==> src/rtl/clock_divider.sv <==
// Integer clock divider: clock_out period = max(DIVISOR,2) clock_in cycles, registered outputs, tick per period.
// Optional CLOCK_DIVIDER_DUTY50_EN adds a falling-edge flop so odd divisors give 50% duty.
module clock_divider #(
  parameter logic [27:0] DIVISOR = 28'd2
) (
  input  logic        clock_in,
  input  logic        rst,
  input  logic        en,
  output logic        clock_out,
  output logic        tick,
  output logic [27:0] cnt
);

  // Divisors below 2 cannot produce a toggling output, so they collapse to 2.
  localparam logic [27:0] N    = (DIVISOR < 28'd2) ? 28'd2 : DIVISOR;
  localparam logic [27:0] HALF = N >> 1;
  localparam logic [27:0] LAST = N - 28'd1;

  logic [27:0] r_cnt;
  logic        r_clk;
  logic        r_tick;
  logic [27:0] w_cnt_next;

  assign w_cnt_next = (r_cnt == LAST) ? 28'd0 : r_cnt + 28'd1;

  always_ff @(posedge clock_in or posedge rst) begin
    if (rst) begin
      r_cnt  <= 28'd0;
      r_clk  <= 1'b0;
      r_tick <= 1'b0;
    end else if (en) begin
      r_cnt  <= w_cnt_next;
      r_clk  <= (w_cnt_next >= HALF);
      r_tick <= (w_cnt_next == 28'd0);
    end else begin
      r_tick <= 1'b0;
    end
  end

  assign cnt  = r_cnt;
  assign tick = r_tick;

`ifdef CLOCK_DIVIDER_DUTY50_EN
  generate
    if (N[0]) begin : g_duty50
      // Half-cycle delayed copy trims the extra high half-cycle of odd divisors.
      logic r_clk_neg;
      always_ff @(negedge clock_in or posedge rst) begin
        if (rst) r_clk_neg <= 1'b0;
        else     r_clk_neg <= r_clk;
      end
      assign clock_out = r_clk & r_clk_neg;
    end else begin : g_even
      assign clock_out = r_clk;
    end
  endgenerate
`else
  assign clock_out = r_clk;
`endif

endmodule

==> config.mk <==
export PLATFORM = sky130hd
export DESIGN_NAME = clock_divider
export DESIGN_NICKNAME = d
export VERILOG_FILES = /design/src/rtl/clock_divider.sv
export SDC_FILE = /design/constraint.sdc
export NUM_CORES = 1
export LEC_CHECK = 0
export ABC_CLOCK_PERIOD_IN_PS = 2050
export BUFFER_PORTS_ARGS = -buffer_cell sky130_fd_sc_hd__buf_2
export CORE_ASPECT_RATIO = 2
export CORE_UTILIZATION = 25
export DETAILED_ROUTE_END_ITERATION = 8
export PLACE_DENSITY_LB_ADDON = 0.15
export SYNTH_ARGS = -nofsm -noshare
export SYNTH_HDL_FRONTEND = slang
export SYNTH_SLANG_ARGS = --single-unit
export TNS_END_PERCENT = 5
==> constraint.sdc <==
create_clock -name clock_in -period 2.05 [get_ports clock_in]
set_input_delay 0.41 -clock clock_in [delete_from_list [all_inputs] [get_ports clock_in]]
set_output_delay 0.41 -clock clock_in [all_outputs]
set_load 0.05 [all_outputs]
# [Word-level counts from Yosys, hierarchy flattened]
# Index checks and enable logic that the tools add are counted.
[word_totals] latch_bits=0 ram_bits=0 out_inout_bits=30 word_cells=9 in_bits=3 memories=0 romBits=0 reg_bits=30
[op_classes] n_bitwise=0 n_shift=0 order_cmp=1 mul=0 eq_ne=1 addsub=1 muxes=2 div=0 reduce_logical=1
[ops] cell="28-bit by 1-bit adder with 28-bit output, second input constant" n=1
[ops] cell="28-bit by 1-bit equality test with 1-bit output, second input constant" n=1
[ops] cell="28-bit by 1-bit greater-or-equal comparator with 1-bit output, second input constant" n=1
[ops] cell="28-bit zero test" n=1
[ops] cell="28-bit 2-to-1 mux" n=1
[ops] cell="1-bit 2-to-1 mux" n=1

# [Longest topological paths before layout]
# Gate-level depths: netlist (run 1).
[depth] ltp_word=4 ltp_mapped=8 depth_no_buf=8

# [Worst setup path before layout (run 1)]
# OpenSTA, ideal clock, no wires.
[synth_path] path_kind="reg2reg" from="register r_cnt[1], in the netlist cnt[1]" to="register r_clk, in the netlist clock_out" path_stages_with_launch=8 required_ns=1.904 period_less_slack_ns=2.397 arrival_time_ns=2.251 n_path_buf=0 setup_time_ns=0.146 setup_slack_ns=-0.347 path_cell_list="dfrtp_1 -> ha_1 -> nand3_1 -> or3_1 -> o31ai_1 -> o211ai_1 -> nor4_1 -> a41oi_1"
[synth_between] elab_chain_cells=3 word_cells_on_any_way=4 classes_between="1 x add/sub; 1 x order compare; 1 x eq/ne; 1 x mux"
[synth_lines] item="from (decl)" line="19" text="logic [27:0] r_cnt;"
[synth_lines] item="from (signal assigned)" line="32" text="r_cnt <= w_cnt_next;"
[synth_lines] item="28-bit by 1-bit adder with 28-bit output or 28-bit by 1-bit equality test with 1-bit output (tied branches)" line="24" text="assign w_cnt_next = (r_cnt == LAST) ? 28'd0 : r_cnt + 28'd1;"
[synth_lines] item="28-bit 2-to-1 mux (*)" line="24"
[synth_lines] item="28-bit by 1-bit greater-or-equal comparator with 1-bit output (*)" line="33" text="r_clk <= (w_cnt_next >= HALF);"
[synth_lines] item="to (signal assigned)" line="33"
[synth_lines] item="to (decl)" line="20" text="logic r_clk;"
# Mark *: on every way between the ends. The rest lies on a longest branch, timed or not.
# A chain may end at the register's enable or synchronous reset.

# [Worst setup path in the final report (run 1)]
[layout_path] from="register r_cnt[0], in the netlist cnt[0]" to="register r_tick, in the netlist tick"
[layout_between] elab_chain_cells=4 word_cells_on_any_way=5 classes_between="1 x add/sub; 1 x eq/ne; 2 x mux; 1 x reduce/logical"
[layout_lines] item="28-bit by 1-bit adder with 28-bit output or 28-bit by 1-bit equality test with 1-bit output (tied branches)" line="24"
[layout_lines] item="28-bit 2-to-1 mux (*)" line="24"
[layout_lines] item="28-bit zero test (*)" line="34" text="r_tick <= (w_cnt_next == 28'd0);"
[layout_lines] item="1-bit 2-to-1 mux (*)" line="31" text="end else if (en) begin"
[layout_lines] item="to (signal assigned)" line="34"
[layout_lines] item="to (decl)" line="21" text="logic r_tick;"
# Marks and branches as above.

==> impl_metrics.csv, run 1 <==
group,metric,value,unit
run_status,outcome,"complete, but fails checks",
run_status,violations,"negative setup slack",
sta,fmax,0.450,GHz
job,max_cap_violations,0,
floorplanning,die_area,8610,sq um
yosys,synth_most_common_cell,"dfrtp_1",
yosys,synthesis.area,2060,sq um
finish,finalNonFillerCells,417,
floorplanning,dieHeight,130,um
drt,wl_per_cell,17.6,um
floorplanning,pin_count,33,
critical_path,startpoint_type,"flip-flop",
pwr,p_sw_share,37.7,%
critical_path,r2r_slack,-0.17,ns
finish,fill_cells,842,
yosys,syn_nets,236,
pwr,p_int,1.52,mW
hold_path,hp-class,"primary input to asynchronous set/reset pin",
drt,drt-total-wl,7.34,mm
clock_network,cts_tree,"done",
clock_network,cts_root_buffer,"clkbuf_16",
critical_path,cp.required,2.27,ns
floorplanning,die_width,66.1,um
sta,slew_viol_final,0,
sta,min_period,2.22,ns
placement,portBuffers,32,
pwr,clkPwrFrac,29.2,%
critical_path,r2r-start,"cnt[0]",
critical_path,rr_worst_depth,8,
pwr,p_per_area,790,nW/um^2
drt,num_vias,2135,
yosys,synth_adder_area_share,1.22,%
finish,antenna_cells,0,
critical_path,critPathKind,"flip-flop to flip-flop",
critical_path,worstPathArrival,2.44,ns
placement,postPlaceCellArea,2760,sq um
finish,final_area,3090,sq um
yosys,synth_seq_cells,30,
yosys,synth_mux_area_share,1.10,%
global_routing,grt_pass1_vias,2099,
sta,slew_headroom,71.7,%
clock_network,htree_levels,2,
yosys,synth_top_family_by_area,"simple AND/OR/NAND/NOR gates",
drt,firstDrtPassIters,4,
pwr,seqPwrFrac,30.3,%
yosys,yosys.area.top_type_share,36.5,%
pwr,pwr-share-comb,40.5,%
sta,fin_crit_sh,108,%
clock_network,clock-sinks,30,
yosys,syn-instance-count,231,
pwr,power.leakage,1.40,nW
sta,setup_viol,2,
sta,holdWs,0.199,ns
clock_network,clk_latency,0.28,ns
clock_network,clockBufferDepth,2,
yosys,synthTopCellsByArea,"dfrtp_1 (37%), xnor2_1 (9.8%), nand4_1 (5.2%), nand3_1 (3.7%), nand2_1 (3.1%)",
clock_network,numCtsBuffers,5,
global_routing,antenna_found_initial,0,
global_routing,grt_util_met3,2.88,%
drt,drc,0,
finish,fin_nets,325,
floorplanning,core.rowCount,46,
drt,vias_per_cell,5.12,
yosys,synthSimpleGateAreaFrac,31.9,%
sta,fin_skew,0.00434,ns
yosys,synth_compound_area_share,11.3,%
finish,layout-drive-gt1-share,48.9,%
yosys,synth_warnings,0,
global_routing,grt_pass1_wl,11.3,mm
clock_network,postCtsHoldBufs,0,
global_routing,grt_usage,18.4,%
global_routing,top_usage_layer,"met2",
drt,drtIter0Drc,109,
yosys,synth_edf_count,0,
yosys,ys_types,44,
global_routing,use_met2,35.0,%
global_routing,use_met1,18.1,%
yosys,yosysTopAreaCell,"dfrtp_1",
sta,setup_ws,-0.174,ns
global_routing,grt-ovfl-total,0,
critical_path,endpoint_kind,"flip-flop",
sta,worstMarginPinSlew,0.424,ns
yosys,seq_area_frac_synth,36.5,%
pwr,ir_drop,436,uV
critical_path,r2r_end,"tick",
finish,fin_util,38.9,%
yosys,synthFlopType,"dfrtp_1",
pwr,switchingPower,0.920,mW
yosys,synth_commonest_cells,"dfrtp_1 (30), xnor2_1 (23), nand2_1 (17), nand4_1 (17), nand3_1 (15)",
sta,rsz0062_at_grt,"yes",
yosys,async_flop_share,100,%
drt,ant_nets,0,
clock_network,clkTransAtPathRegs,0.05,ns
placement,dp.cells,402,
floorplanning,core_area,7940,sq um
floorplanning,start_util,25.9,%
sta,hold_viol_final,0,
global_routing,grt_max_degree,31,
finish,syn2layout_area_growth,50.3,%
critical_path,cp_max_fo,3,
placement,dp_hpwl,5.62,mm
placement,globalplace.congestion,0.853,
yosys,syn_avg_cell_area,8.90,sq um
yosys,synth_xor_area_share,12.4,%
## cells by family after synthesis
logic type / Yosys count
AO/OA/AOI/OAI: 33
XOR/XNOR: 29
adder cells (fa/ha/maj): 2
buffers and inverters: 26
flip-flops: 30
multiplexers: 2
AND/OR/NAND/NOR: 109
## metrics by stage
step | setup slack [ns] | setup TNS (ns) | total power [mW]
finish | -0.174 | -0.331 | 2.44
global route | -0.219 | -0.420 | 2.57
CTS | -0.0208 | -0.0208 | 2.42
detailed placement | -0.234 | -0.435 | 1.63
global placement | -0.225 | -0.427 | 1.62
floorplan | -0.0558 | -0.107 | 1.30
## metal layers
layer	up-vias	part of all wire (%)
li1	1013	-
met1	1059	35
met2	44	58
met3	19	2.6
met4	0	4.2
met5	-	0
## what timing repair did
| action | 4_1_cts | 5_1_grt |
|---|---|---|
| pin swaps | 10 | 9 |
| setup endpoints to repair | 2 | 4 |
| buffers inserted | 5 | 3 |
| resized for setup | 12 | 10 |
| hold endpoints to repair | 0 | 0 |
## state kept, by name, summed over array words and instances (netlist names)
signal / count
cnt: 28
clock_out: 1
tick: 1
## worst max-delay path by stage
stage | start | to | slack [ns] | cells past startpoint
after floorplan | cnt[7] | clock_out | -0.06 | 7
after global placement | cnt[0] | tick | -0.23 | 9
after detailed placement | cnt[0] | tick | -0.23 | 9
after CTS | cnt[1] | tick | -0.02 | 9
after global routing | cnt[0] | clock_out | -0.22 | 8
final | cnt[0] | tick | -0.17 | 8
## cells in the final DEF, fill, tap and decap left out, types with 2 or more instances in the layout
cell type / netlist / layout
xnor2_1: 23 / 23
clkbuf_16: 0 / 5
nand4_1: 17 / 17
buf_2: 9 / 32
xor2_1: 6 / 6
dfrtp_2: 0 / 24
nor4_4: 1 / 3
o31ai_1: 5 / 5
dfrtp_1: 30 / 6
o21ai_0: 11 / 10
nand2_1: 17 / 17
or3_1: 5 / 5
nor3_1: 7 / 5
o211ai_1: 4 / 4
nand3_4: 0 / 3
and3_1: 7 / 6
and2_1: 2 / 2
a21oi_1: 3 / 3
nor2_1: 10 / 9
nor3_2: 0 / 2
nand3_1: 15 / 13
inv_1: 5 / 5
nor4_1: 7 / 5
clkbuf_1: 8 / 3
nor2_2: 2 / 3
and4_1: 5 / 5
nand2b_1: 4 / 4
buf_6: 0 / 2
buf_4: 1 / 69
## power groups by stage
| stage | Clock (mW) | Sequential [mW] | Combinational, mW |
|---|---|---|---|
| finish | 0.714 | 0.739 | 0.988 |
| global route | 0.751 | 0.747 | 1.07 |
| CTS | 0.731 | 0.739 | 0.953 |
| detailed placement | 0 | 0.754 | 0.877 |
| global placement | 0 | 0.752 | 0.869 |
| floorplan | 0 | 0.946 | 0.349 |
## critical path, stage by stage (launching register included)
cell	delay (ns)
dfrtp_2	0.39
ha_4	0.16
nand4_1	0.18
nor4_4	0.39
buf_4	0.19
and3_4	0.19
nand3_4	0.07
a221oi_4	0.36
and4_1	0.23
## layout make-up
class	instances	area (sq um)	share of cell area, %
clock buffer	8	136	4.41
inverter	5	18.8	0.608
multi-input combinational	175	1330	43.1
sequential	30	781	25.3
tap	96	120	3.89
timing repair buffer	103	701	22.7
Power figures use the tool's default switching activity.
==> run 2: changes to the inputs <==
--- a/config.mk
+++ b/config.mk
@@ -8,7 +8,8 @@
 export ABC_CLOCK_PERIOD_IN_PS = 2050
 export BUFFER_PORTS_ARGS = -buffer_cell sky130_fd_sc_hd__buf_2
 export CORE_ASPECT_RATIO = 2
-export CORE_UTILIZATION = 25
+export CORE_MARGIN = 4
+export CORE_UTILIZATION = 44
 export DETAILED_ROUTE_END_ITERATION = 8
 export PLACE_DENSITY_LB_ADDON = 0.15
 export SYNTH_ARGS = -nofsm -noshare
==> run 2 against run 1 <==
  * The run now ends clean
  * Final cell count decreased by 15%
  * Wire length decreased by 15%
  * Non-clock buffer count decreased by 22
  * Combinational power decreased by 13%
  * Clock skew increased by 0.0014 ns
  * First-iteration DRC count decreased by 48%
  * Fmax increased by 11%
  * Die area decreased by 32%
==> impl_metrics.csv, run 2 (synthesis gave the netlist of run 1 again) <==
group,metric,value,unit
critical_path,r2r_slack,0.04,ns
pwr,p_per_area,760,nW/um^2
critical_path,rr_worst_depth,7,
critical_path,critPathKind,"flip-flop to flip-flop",
floorplanning,core_area,4550,sq um
placement,portBuffers,32,
pwr,power.total,2.12,mW
placement,dp_hpwl,4.73,mm
drt,num_vias,2070,
floorplanning,die_width,56.3,um
critical_path,r2r-start,"cnt[0]",
critical_path,crit_buf_inv,1,
drt,wl_per_cell,17.6,um
global_routing,grt_max_degree,31,
pwr,power.leakage,1.25,nW
drt,drtIter0Drc,57,
floorplanning,core.rowCount,35,
clock_network,clk_latency,0.28,ns
drt,firstDrtPassIters,4,
global_routing,grt_pass1_wl,10.2,mm
sta,hold_viol_final,0,
critical_path,path_cells,"buf_6, nand4_1, or4_4, nor2_2, nand3_1, a22oi_1, a41oi_1",
finish,finalNonFillerCells,354,
floorplanning,dieHeight,105,um
finish,fin_nets,303,
job,max_cap_violations,0,
sta,min_period,2.01,ns
sta,setup_ws,0.0439,ns
drt,drc,0,
drt,drt-total-wl,6.23,mm
floorplanning,die_area,5900,sq um
sta,fmax,0.498,GHz
critical_path,endpoint_kind,"flip-flop",
critical_path,crit_path_top_delay_cell,"or4_4",
placement,globalplace.congestion,0.838,
critical_path,cp.required,2.20,ns
clock_network,htree_levels,2,
placement,place_ws,-0.0761,ns
finish,layout-drive-gt1-share,45.8,%
floorplanning,pin_count,33,
finish,final_common_cell,"buf_4",
drt,ant_nets,0,
clock_network,clkTransAtPathRegs,0.07,ns
global_routing,grt_pass1_vias,2062,
sta,slew_viol_final,0,
sta,setup_viol,0,
sta,rsz0062_at_grt,"yes",
finish,fill_cells,432,
finish,layout_common_cells,"buf_4 (48), buf_2 (32), dfrtp_2 (24)",
finish,largest_register_ff_count,28,
drt,vias_per_cell,5.85,
pwr,ir_drop,713,uV
global_routing,grt-ovfl-total,0,
clock_network,cts_tree,"done",
critical_path,crit_family,"simple AND/OR/NAND/NOR gates",
placement,dp.cells,341,
run_status,outcome,"finished clean",
critical_path,cp_max_fo,5,
sta,fin_skew,0.00570,ns
clock_network,cts_root_buffer,"clkbuf_8",
critical_path,max_stage_delay,0.61,ns
floorplanning,start_util,45.1,%
sta,slew_headroom,73.1,%
critical_path,r2r_end,"clock_out",
clock_network,clockBufferDepth,2,
global_routing,grt_usage,22.2,%
sta,worstMarginPinSlew,0.404,ns
finish,syn2layout_area_growth,35.5,%
finish,antenna_cells,0,
critical_path,worstPathArrival,2.15,ns
global_routing,antenna_found_initial,0,
clock_network,numCtsBuffers,5,
clock_network,clock-sinks,30,
sta,fin_crit_sh,97.9,%
critical_path,startpoint_type,"flip-flop",
hold_path,hp-class,"primary input to asynchronous set/reset pin",
==> run 2: changes by cell type in the layout (fill, tap and decap cells not counted), sizes merged <==
cell    change
clkinv      +1
clkbuf      -1
buf        -22
==> run 2: cell type report <==
| type | count | area, sq um | share of cell area, % |
|---|---|---|---|
| sequential | 30 | 781 | 28.0 |
| tap | 55 | 68.8 | 2.47 |
| multi-input combinational | 175 | 1290 | 46.5 |
| clock buffer | 7 | 86.3 | 3.10 |
| clock inverter | 1 | 5.00 | 0.180 |
| inverter | 5 | 18.8 | 0.674 |
| timing repair buffer | 81 | 532 | 19.1 |
==> run 2: report_power, final <==
part           total, mW  switching, mW  internal (mW)
Sequential         0.765          0.102          0.663
Clock              0.494          0.223          0.270
Combinational      0.857          0.521          0.336
Total               2.12          0.846           1.27
==> run 2: tightest hold or removal path: cells and delay by family <==
kind | cells | cell delay, ns
buffers and inverters | 3 | 0.49
==> run 2: metal layers <==
layer,vias up,part of all wire [%],track usage (%)
met5,-,0,0
met4,0,6.1,15.1
met3,25,4.4,3.96
met2,70,55,39.3
met1,995,35,22.9
li1,980,-,-
==> run 2: worst max-delay path by stage <==
stage	cells past startpoint	endpoint	startpoint	slack (ns)
CTS	7	tick	cnt[1]	0.01
global route	7	tick	cnt[15]	-0.10
finish	7	clock_out	cnt[0]	0.04
global placement	7	clock_out	cnt[0]	-0.03
floorplan	7	clock_out	cnt[7]	-0.06
detailed placement	7	clock_out	cnt[0]	-0.08
==> run 2: stage by stage <==
| step | util [%] | area, sq um | hold WS, ns | TNS [ns] |
|---|---|---|---|---|
| global placement | 56.3 | 2560 | 0.507 | -0.0430 |
| detailed placement | 56.3 | 2560 | 0.516 | -0.148 |
| floorplan | - | 2130 | 0.499 | -0.107 |
| finish | 61.2 | 2790 | 0.198 | 0 |
| global route | 61.2 | 2790 | 0.239 | -0.211 |
| CTS | 58.8 | 2680 | 0.209 | 0 |
==> run 2: repair_timing <==
action                                  CTS  global route
gates cloned                              0             0
endpoints found under the setup margin    2             2
pin swaps                                 2             6
endpoints found under the hold margin     0             0
gates resized for setup                   4            13
hold buffers                              0             0
setup buffers                             1             4
